File: src/rtl/lock_entry_arbiter.sv
// Shares the fsm_password_lock digit/enter interface between a keypad (port 0) and a console
// (port 1). Optional saturating statistics counters are enabled by defining ARB_STATS_EN.
module lock_entry_arbiter #(
  parameter int unsigned DIGIT_GAP      = 1,
  parameter int unsigned RESP_TIMEOUT   = 16,
  parameter int unsigned LOCKOUT_CYCLES = 1000
) (
  input  logic        clk,
  input  logic        reset,
  input  logic        req0,
  input  logic [15:0] code0,
  input  logic        req1,
  input  logic [15:0] code1,
  output logic        done0,
  output logic        pass0,
  output logic        done1,
  output logic        pass1,
  output logic [3:0]  lock_digit,
  output logic        lock_enter,
  input  logic        lock_green,
  input  logic        lock_red,
  input  logic        lock_alarm,
  output logic        busy,
  output logic        locked_out
`ifdef ARB_STATS_EN
  ,
  output logic [7:0]  fail_count,
  output logic [7:0]  grant_count
`endif
);

  localparam int unsigned TmrW = $clog2(RESP_TIMEOUT + 1);
  localparam int unsigned LoW  = $clog2(LOCKOUT_CYCLES + 1);
  localparam logic [TmrW-1:0] TmrLast = TmrW'(RESP_TIMEOUT - 1);
  localparam logic [LoW-1:0]  LoLast  = LoW'(LOCKOUT_CYCLES - 1);
  localparam logic [3:0]      GapLast = 4'(DIGIT_GAP);

  typedef enum logic [2:0] {StIdle, StSend, StWait, StResp, StLockout} state_e;

  state_e          state_q;
  logic            rr_q;
  logic            port_q;
  logic            alarm_q;
  logic [15:0]     shift_q;
  logic [1:0]      idx_q;
  logic [3:0]      slot_q;
  logic [TmrW-1:0] timer_q;
  logic [LoW-1:0]  lo_cnt_q;

  logic        grant_valid;
  logic        grant_port;
  logic [15:0] grant_code;
  logic        wait_done;
  logic        wait_pass;

  // rr_q names the favoured port when both requesters are pending.
  always_comb begin
    grant_port  = (req0 && (!req1 || !rr_q)) ? 1'b0 : 1'b1;
    grant_valid = (req0 || req1) && !locked_out;
    grant_code  = grant_port ? code1 : code0;
  end

  // Verdict priority: alarm, then red (beats green), then green, then timeout.
  always_comb begin
    wait_done = 1'b0;
    wait_pass = 1'b0;
    if (lock_alarm || lock_red) begin
      wait_done = 1'b1;
    end else if (lock_green) begin
      wait_done = 1'b1;
      wait_pass = 1'b1;
    end else if (timer_q == TmrLast) begin
      wait_done = 1'b1;
    end
  end

  always_ff @(posedge clk or negedge reset) begin
    if (!reset) begin
      state_q    <= StIdle;
      rr_q       <= 1'b0;
      port_q     <= 1'b0;
      alarm_q    <= 1'b0;
      shift_q    <= '0;
      idx_q      <= '0;
      slot_q     <= '0;
      timer_q    <= '0;
      lo_cnt_q   <= '0;
      done0      <= 1'b0;
      pass0      <= 1'b0;
      done1      <= 1'b0;
      pass1      <= 1'b0;
      lock_digit <= '0;
      lock_enter <= 1'b0;
      busy       <= 1'b0;
      locked_out <= 1'b0;
    end else begin
      case (state_q)
        StIdle: begin
          if (grant_valid) begin
            state_q    <= StSend;
            port_q     <= grant_port;
            rr_q       <= ~grant_port;
            alarm_q    <= 1'b0;
            lock_digit <= grant_code[15:12];
            shift_q    <= {grant_code[11:0], 4'h0};
            lock_enter <= 1'b1;
            idx_q      <= '0;
            slot_q     <= '0;
            busy       <= 1'b1;
          end
        end
        StSend: begin
          if (slot_q == GapLast) begin
            if (idx_q == 2'd3) begin
              state_q <= StWait;
              timer_q <= '0;
            end else begin
              idx_q      <= idx_q + 2'd1;
              lock_digit <= shift_q[15:12];
              shift_q    <= {shift_q[11:0], 4'h0};
              lock_enter <= 1'b1;
              slot_q     <= '0;
            end
          end else begin
            slot_q     <= slot_q + 4'd1;
            lock_enter <= 1'b0;
          end
        end
        StWait: begin
          if (wait_done) begin
            state_q <= StResp;
            alarm_q <= lock_alarm;
            done0   <= ~port_q;
            done1   <= port_q;
            pass0   <= ~port_q & wait_pass;
            pass1   <= port_q & wait_pass;
          end else begin
            timer_q <= timer_q + TmrW'(1);
          end
        end
        StResp: begin
          done0 <= 1'b0;
          done1 <= 1'b0;
          pass0 <= 1'b0;
          pass1 <= 1'b0;
          if (alarm_q) begin
            state_q    <= StLockout;
            locked_out <= 1'b1;
            lo_cnt_q   <= '0;
          end else begin
            state_q <= StIdle;
            busy    <= 1'b0;
          end
        end
        StLockout: begin
          if (lo_cnt_q == LoLast) begin
            state_q    <= StIdle;
            locked_out <= 1'b0;
            busy       <= 1'b0;
          end else begin
            lo_cnt_q <= lo_cnt_q + LoW'(1);
          end
        end
        default: state_q <= StIdle;
      endcase
    end
  end

`ifdef ARB_STATS_EN
  logic grant_fire;
  logic fail_fire;

  always_comb begin
    grant_fire = (state_q == StIdle) && grant_valid;
    fail_fire  = (state_q == StWait) && wait_done && !wait_pass;
  end

  always_ff @(posedge clk or negedge reset) begin
    if (!reset) begin
      fail_count  <= '0;
      grant_count <= '0;
    end else begin
      if (grant_fire && (grant_count != 8'hFF)) grant_count <= grant_count + 8'd1;
      if (fail_fire && (fail_count != 8'hFF))   fail_count  <= fail_count + 8'd1;
    end
  end
`endif

endmodule

File: config.mk
export PLATFORM = sky130hd
export DESIGN_NAME = lock_entry_arbiter
export DESIGN_NICKNAME = d
export VERILOG_FILES = /design/src/rtl/lock_entry_arbiter.sv
export SDC_FILE = /design/constraint.sdc
export NUM_CORES = 1
export LEC_CHECK = 0
export CORE_MARGIN = 5
export CORE_UTILIZATION = 40
export CTS_BUF_LIST = sky130_fd_sc_hd__clkbuf_16
export DETAILED_ROUTE_END_ITERATION = 12
export GPL_TIMING_DRIVEN = 0
export HOLD_SLACK_MARGIN = 0.08
export PLACE_DENSITY = 0.7
export SLEW_MARGIN = 30
export SYNTH_ARGS = -nofsm -noshare
export SYNTH_HDL_FRONTEND = slang
export SYNTH_SLANG_ARGS = --single-unit
File: constraint.sdc
create_clock -name clk -period 2.15 [get_ports clk]
set_input_delay 0.3225 -clock clk [delete_from_list [all_inputs] [get_ports clk]]
set_output_delay 0.3225 -clock clk [all_outputs]
set_load 0.05 [all_outputs]
Word-level counts from Yosys, hierarchy flattened
Index checks and enable logic that the tools add are counted.
{ "word_totals": {"latch_bits": 0, "mem_count": 0, "wordCells": 125, "reg_bits": 54, "ramBits": 0, "rom_bits": 0, "in_bits": 39, "out_inout_bits": 11} }
{ "classes": {"multipliers": 0, "n_reduce_logical": 25, "order_cmp": 0, "n_addsub": 4, "n_shift": 0, "mux": 57, "n_eq_ne": 19, "div": 0, "bitwise_logic": 3} }
{ "ops": {"columns": ["operator", "n"], "rows": [
  ["two-way mux 16 bit", 4],
  ["one-hot mux 16 bit (2 select lines)", 1],
  ["two-way mux 4 bit", 6],
  ["two-way mux 10 bit", 2],
  ["inequality test 2 bit (second input constant)", 10],
  ["one-hot mux 10 bit (2 select lines)", 1],
  ["two-way mux 1 bit", 18],
  ["two-way mux 3 bit", 6],
  ["one-hot mux 4 bit (2 select lines)", 2],
  ["two-way mux 5 bit", 3],
  ["one-hot mux 3 bit (5 select lines)", 1],
  ["one-hot mux 1 bit (2 select lines)", 7],
  ["AND reduction 3 bit", 4],
  ["AND reduction 4 bit", 3],
  ["adder 10 x 1 -> 10 bit (second input constant)", 1],
  ["== test 10 bit (second input constant)", 1],
  ["one-hot mux 5 bit (2 select lines)", 1],
  ["nonzero test 2 bit", 5],
  ["== test 3 x 2 -> 1 bit (second input constant)", 2],
  ["two-way mux 2 bit", 3],
  ["adder 5 x 1 -> 5 bit (second input constant)", 1],
  ["== test 5 x 4 -> 1 bit (second input constant)", 1],
  ["AND reduction 5 bit", 1],
  ["adder 4 x 1 -> 4 bit (second input constant)", 1],
  ["other kinds (16)", 23]
]} }

Depth between registers and ports, before layout
Gate-level depths: netlist (run 1).
{ "logic_depth": {"ltp_word": 6, "depth_mapped": 7, "mapped_depth_nobuf": 7} }

Least setup slack after synthesis (run 1)
OpenSTA, ideal clock, no wires.
{ "synth_timing": {"path_kind": "register to register", "start": "register timer_q[0]", "end": "register timer_q[2]", "synth_period_minus_slack_ps": 2164, "t_arrival_ps": 2040, "t_required_ps": 2026, "path_buffers": 0, "setup_time_ps": 124, "slack_ps": -14, "path_stages_with_launch": 8, "path_cell_list": "dfrtp_1 ha_1 and3_1 ha_1 nor4_4 a2bb2oi_1 or2_1 a211o_1"} }
{ "synth_via": {"elab_chain_len": 6} }
{ "synth_rtl": {"columns": ["element", "line", "source"], "rows": [
  ["start, declared", "47", "logic [TmrW-1:0] timer_q;"],
  ["start signal, assigned", "138", "timer_q <= timer_q + TmrW'(1);"],
  ["== test 5 x 4 -> 1 bit", "72", "end else if (timer_q == TmrLast) begin"],
  ["two-way mux 1 bit", "72", null],
  ["two-way mux 1 bit", "69", "end else if (lock_green) begin"],
  ["two-way mux 1 bit", "67", "if (lock_alarm || lock_red) begin"],
  ["inequality test 2 bit (no line)", null, null],
  ["AND reduction 4 bit (no line)", null, null]
]} }
Parallel ways exist; a longest one is shown, timed or not. The select of a mux whose other input is x is not followed.
A chain may end at the register's enable or synchronous reset.

Worst setup path after layout (run 1)
{ "layout_timing": {"start": "register state_q[2]", "end": "register shift_q[13]"} }
{ "layout_via": {"elab_chain_len": 3} }
{ "layout_rtl": {"columns": ["element", "line", "source"], "rows": [
  ["start, declared", "40", "state_e state_q;"],
  ["start signal, assigned", "79", "state_q <= StIdle;"],
  ["start signal, assigned", "100", "state_q <= StSend;"],
  ["start signal, assigned", "115", "state_q <= StWait;"],
  ["== test 3 x 1 -> 1 bit / logical NOT 3 bit (equally long branches)", "97", "case (state_q)"],
  ["inequality test 2 bit (no line) / nonzero test 2 bit (equally long branches)", null, null],
  ["AND reduction 4 bit (no line)", null, null],
  ["end signal, assigned", "105", "shift_q <= {grant_code[11:0], 4'h0};"],
  ["end signal, assigned", "120", "shift_q <= {shift_q[11:0], 4'h0};"],
  ["end, declared", "44", "logic [15:0] shift_q;"]
]} }
Parallel ways exist; a longest one is shown, timed or not.

==> results of run 1 <==
-- metal layers --
metal	routed length [um]	vias to the layer above	track usage [%]
met2	2776	56	24.78
li1	-	1147	-
met1	3203	1080	22.11
met5	0	-	0
met3	374	6	4.505
met4	44	0	2.564
-- cell type report --
type                            count  area (um2)  share of cell area, %
Timing Repair Buffer               53       533.0                  15.01
Clock inverter                      3       12.51                 0.3522
Multi-Input combinational cell    213        1449                  40.79
Buffer                             14       66.31                  1.867
Tap cell                           80       100.1                  2.818
Sequential cell                    50        1251                  35.22
Inverter                            4       15.01                 0.4227
Clock buffer                        5       125.1                  3.522
-- critical path: stages (launching register included) --
cell,delay (ns)
dfrtp_1,0.42
or3b_1,0.37
buf_2,0.18
a2bb2oi_2,0.20
nor2_8,0.19
buf_6,0.20
mux2_4,0.31
-- logic make-up after synthesis --
| kind of cell | count (synthesis) | synth area share (%) |
|---|---|---|
| and+or+nand+nor | 97 | 19.07 |
| AOI/OAI and AO/OA | 88 | 20.70 |
| xor gates and xnor gates | 3 | 0.9491 |
| adders and majority gates | 6 | 2.711 |
| buffers and inverters | 18 | 2.937 |
| muxes | 19 | 8.450 |
| DFF | 50 | 45.19 |
-- timing repair --
item	4_1_cts	5_1_grt
endpoints found under the setup margin	10	3
hold endpoints to repair	25	0
setup buffers	2	0
pin swaps	1	1
cloned	0	0
hold buffers	1	0
gates resized for setup	1	2
-- where the power goes --
group          switching, W  leakage, nW  internal [W]
clock network      0.000329       0.0724      0.000421
registers          0.000205        0.648       0.00124
logic               0.00118        0.849      0.000962
-- stage by stage --
step	total power, W	hold slack [ns]	std cells
2_1_floorplan	0.003034	0.02691	281
3_3_place_gp	0.003584	0.4647	410
3_5_place_dp	0.003619	0.2627	411
4_1_cts	0.004400	0.4896	422
5_1_grt	0.004674	0.5006	422
6_report	0.004346	0.4824	422
-- placed cells by master, fill, tap and decap left out, types with 5 or more instances in the layout --
| cell type | instances |
|---|---|
| nor2_1 | 26 |
| nand2_1 | 28 |
| o31ai_1 | 10 |
| nand3_1 | 10 |
| o21ai_0 | 22 |
| dfrtp_1 | 50 |
| clkdlybuf4s50_1 | 48 |
| a21oi_1 | 30 |
| ha_1 | 6 |
| clkbuf_1 | 7 |
| buf_2 | 5 |
| clkbuf_16 | 5 |
| mux2_2 | 7 |
| inv_1 | 5 |
| mux2i_1 | 5 |
| mux2_4 | 7 |
-- worst max-delay path by stage --
stage                     depth (start not counted)                 endpoint
after floorplan                                   7   timer_q[2]$_DFFE_PN0P_
after global placement                            1  lo_cnt_q[1]$_DFFE_PN0P_
after detailed placement                          7   timer_q[2]$_DFFE_PN0P_
after CTS                                         7   timer_q[2]$_DFFE_PN0P_
after global routing                              7   timer_q[2]$_DFFE_PN0P_
final                                             6  shift_q[13]$_DFFE_PN0P_
-- state kept, by name (all words and copies together) (netlist names), 2 cells and up --
name,cells
lo_cnt_q,10
shift_q,12
idx_q,2
timer_q,5
slot_q,4
lock_digit,4
state_q,3
==> flow_summary.json, run 1 <==
{
  "fmax_mhz": 500.1,
  "ys_seq_elements": 50,
  "relSlewSlack_pct": 52.34,
  "io_buffers": 49,
  "placed_area_um2": 3377,
  "crit_path_start": "state_q[2]$_DFFE_PN0P_",
  "hold_violations": 0,
  "min_period_ns": 2.000,
  "hold_end": "lock_enter$_DFFE_PN0P_",
  "worst_setup_path_start_kind": "flop",
  "hold_path_depth": 1,
  "root_buffer": "clkbuf_16",
  "cts.path.max_buffers": 2,
  "worstReg2RegEnd": "shift_q[13]$_DFFE_PN0P_",
  "final_antenna_net_count": 0,
  "irDropWorstVdd_v": 0.0006929,
  "wl_per_cell_um": 15.16,
  "synthFlopType": "dfrtp_1",
  "syn_nets": 326,
  "synth_most_common_cell": "dfrtp_1",
  "vias": 2289,
  "p_leak_nw": 1.569,
  "drt_wl_total_mm": 6.398,
  "synthTopCellsByArea": "dfrtp_1 (45%), a21oi_1 (5.4%), o21ai_0 (4.0%)",
  "grt_use_total_pct": 15.79,
  "setup_tns_ns": 0,
  "critPathRequiredTime_ns": 2.32,
  "ys_types": 57,
  "gp_congestion": 0.7700,
  "hold_path.class": "reg2reg",
  "firstDrtPassIters": 4,
  "rsz0062_at_grt": "false",
  "max_slew.worst_pin.slew_ns": 0.7118,
  "die_h_um": 93.20,
  "row_count": 30,
  "drive_above_1_share_pct": 12.57,
  "setup_viol": 0,
  "r2r-start": "state_q[2]$_DFFE_PN0P_",
  "fin_nets": 386,
  "yosysTopAreaCell": "dfrtp_1",
  "syn_inst": 281,
  "dieWidth_um": 93.20,
  "dieArea_um2": 8686,
  "hold_start": "lock_enter$_DFFE_PN0P_",
  "synth-async-reset-ratio_pct": 100.0,
  "antenna_cells": 0,
  "fp.coreArea_um2": 6756,
  "netlist_top_cells_count": "dfrtp_1 (50), a21oi_1 (30), nand2_1 (28)",
  "synth_area_um2": 2769,
  "fin_area_um2": 3552,
  "routed_via_density": 5.424,
  "synth.yosys.seq_area_share_pct": 45.19,
  "grt_first_pass_wirelength_mm": 11.10,
  "reg2reg_depth": 6,
  "drt_iter0_drc": 65,
  "maxCapViolCount": 0,
  "dpl.hpwl_mm": 4.568,
  "start_util_pct": 40.98,
  "yosys_warnings": 0,
  "htree_levels": 2,
  "tritoncts": "built",
  "grt-ovfl-total": 0,
  "clk-insertion-delay-late_ns": 0.29,
  "cts_made_buffers": 5,
  "avgSynthCellArea_um2": 9.854,
  "ff2ff_setup_slack_ns": 0.15,
  "fin_skew_ns": 0.005383,
  "power_density_nw_per_um2": 1223,
  "area_delta_synth_final_pct": 28.29,
  "arrival_ns": 2.17,
  "cts_sinks": 50,
  "antenna_found_initial": 0,
  "synth_top_area_share_pct": 45.19,
  "dp_slack_ns": -0.09720,
  "timing.final.ws_setup_ns": 0.1503,
  "crit_type": "reg2reg",
  "io_pins": 50,
  "path_max_fanout": 10,
  "worst_setup_path_end_kind": "flop",
  "drv_slew": 0,
  "clk_pin_slew_worst_paths_ns": 0.06,
  "grt_max_degree": 27,
  "utilization_pct": 52.57,
  "grt_pass1_vias": 2280,
  "drc_errors": 0,
  "fillCellCount": 632,
  "status": "complete, no violations",
  "post-route-period-util_pct": 93.01,
  "synth_edf_count": 0
}
Note: power is estimated with default switching activity, not from simulation.
==> run 2, diff against run 1 <==
CORE_UTILIZATION = 35   (was 40)
PLACE_DENSITY = 0.63   (was 0.7)
==> run 2 against run 1 <==
Against the previous run: utilization decreased by 5.3 points; total power increased by 6.2%; cell area up 2.8%; global-route usage fell by 2.0 points; clock skew shrank 0.00056 ns; via count rose by 1.1%; largest cell class unchanged.
==> flow_summary.json, run 2 (same netlist as run 1, synthesis figures left out) <==
{
  "critPathSlowestCell": "dfrtp_1",
  "sequentialPowerShare_pct": 31.3,
  "firstDrtPassIters": 4,
  "clk-insertion-delay-late_ns": 0.29,
  "arrival_ns": 2.23,
  "irDropWorstVdd_v": 0.0007158,
  "gp_congestion": 0.8067,
  "grt-ovfl-total": 0,
  "worst_path_largest_cell_delay_ns": 0.41,
  "tritoncts": "built",
  "use_met2_pct": 22.93,
  "p_comb_share_pct": 46.9,
  "worst_setup_path_end_kind": "flop",
  "min_period_ns": 2.062,
  "routed_via_density": 5.200,
  "post-route-period-util_pct": 95.90,
  "status": "complete, no violations",
  "reg_top3": "shift_q (12), lo_cnt_q (10), timer_q (5)",
  "io_buffers": 49,
  "crit_chain": "ha_1, and3_1, ha_1, nor4_4, a2bb2oi_1, or2_4, a211o_1",
  "htree_levels": 2,
  "cts.path.max_buffers": 2,
  "crit_top_cell": "ha_1",
  "drc_errors": 0,
  "worst_setup_path_start_kind": "flop",
  "setup_tns_ns": 0,
  "die_h_um": 98.95,
  "rsz0062_at_grt": "true",
  "met3_usage_pct": 3.326,
  "drive_above_1_share_pct": 13.41,
  "hold_path.class": "in2async",
  "p_int_w": 0.002869,
  "setup_viol": 0,
  "drt_iter0_drc": 79,
  "fp.coreArea_um2": 7727,
  "wl_per_cell_um": 14.87,
  "ff2ff_setup_slack_ns": 0.09,
  "p_sw_w": 0.001746,
  "fillCellCount": 711,
  "hold_violations": 0,
  "io_pins": 50,
  "largest_reg_flops": 12,
  "cts_sinks": 50,
  "power_density_nw_per_um2": 1264,
  "antenna_found_initial": 0,
  "multiInputGateArea_um2": 1454,
  "gr-usage-met1_pct": 18.63,
  "grt_max_degree": 49,
  "vias": 2314,
  "top_usage_layer": "met2",
  "critPathRequiredTime_ns": 2.32,
  "dpl.hpwl_mm": 4.664,
  "regMostFlops": "shift_q",
  "area_delta_synth_final_pct": 31.86,
  "drv_slew": 0,
  "crit_type": "reg2reg",
  "seqCellArea_um2": 1251,
  "final_common_cell": "dfrtp_1",
  "clk_pin_slew_worst_paths_ns": 0.07,
  "drt_wl_total_mm": 6.618,
  "antenna_cells": 0,
  "fin_nets": 387,
  "hold_slack_ns": 0.3741,
  "pwr-share-clk_pct": 21.8,
  "root_buffer": "clkbuf_16",
  "grt_first_pass_wirelength_mm": 11.30,
  "maxCapViolCount": 0,
  "final_antenna_net_count": 0,
  "row_count": 32,
  "relSlewSlack_pct": 55.36,
  "start_util_pct": 35.83,
  "path_max_fanout": 4,
  "fin_skew_ns": 0.004820,
  "dieArea_um2": 9790,
  "grt_pass1_vias": 2373,
  "grt_use_total_pct": 13.81,
  "cts_made_buffers": 5,
  "p_leak_nw": 1.599,
  "final_cell_mix": "dfrtp_1 (50), clkdlybuf4s50_1 (48), a21oi_1 (30)",
  "dieWidth_um": 98.95,
  "max_slew.worst_pin.slew_ns": 0.6667,
  "fmax_mhz": 485.0,
  "sw_frac_of_total_pct": 37.83
}
## run 2: repair_timing
item	in CTS	in global routing
buffers inserted	2	1
gates resized for setup	1	3
setup endpoints to repair	11	7
endpoints found under the hold margin	50	0
hold buffers	1	0
pin swaps	1	1
## run 2: worst max-delay path, delay by kind of cell, from the launching register on
family          cells  cell delay (ns)
flops               1             0.41
fa+ha+maj           2             0.43
simple gates        3             0.67
compound gates      2             0.45
## run 2: metrics by stage
stage / util, % / cell area, um2 / setup slack (ns) / power (W) / std cells
after floorplan: - / 2769 / 0.1033 / 0.003034 / 281
after global placement: 43.83 / 3387 / -0.8123 / 0.003611 / 432
after detailed placement: 44.15 / 3412 / -0.1736 / 0.003644 / 433
after CTS: 46.99 / 3631 / 0.0002998 / 0.004675 / 444
after global routing: 47.25 / 3651 / -0.02839 / 0.004953 / 445
final: 47.25 / 3651 / 0.08817 / 0.004615 / 445
## run 2: cell type report
cell class / count / share of cell area [%]
Multi-Input combinational cell: 213 / 39.82
Tap cell: 102 / 3.496
Inverter: 4 / 0.4112
Sequential cell: 50 / 34.27
Clock buffer: 5 / 3.427
Clock inverter: 3 / 1.748
Buffer: 14 / 1.816
Timing Repair Buffer: 54 / 15.01
## run 2: final timing paths
kind                                   startpoint                   endpoint  depth (start not counted)
max                        timer_q[0]$_DFFE_PN0P_     timer_q[2]$_DFFE_PN0P_                          7
min                                         reset  lock_digit[2]$_DFFE_PN0P_                          2
max reg2reg                timer_q[0]$_DFFE_PN0P_     timer_q[2]$_DFFE_PN0P_                          7
min reg2reg                lock_enter$_DFFE_PN0P_     lock_enter$_DFFE_PN0P_                          1
max in group asynchronous                   reset    lo_cnt_q[3]$_DFFE_PN0P_                          3
min in group clk           lock_enter$_DFFE_PN0P_     lock_enter$_DFFE_PN0P_                          1
## run 2: per-layer routing
layer | up-vias | wire length, um
li1 | 1151 | -
met1 | 1108 | 3121
met5 | - | 0
met2 | 53 | 3077
met3 | 2 | 401
met4 | 0 | 17
## run 2: power by group through the flow
stage               logic (W)  clock network [W]  registers (W)
floorplan             0.00133                  0        0.00170
global placement      0.00216                  0        0.00145
detailed placement    0.00218                  0        0.00146
CTS                   0.00220            0.00103        0.00145
global route          0.00239            0.00106        0.00150
finish                0.00217            0.00100        0.00144
==> run 3, diff against run 2 <==
GPL_ROUTABILITY_DRIVEN = 0   (was not set)
==> results of run 3 <==
Final layout, timing and power as in run 2 (identical DEF).
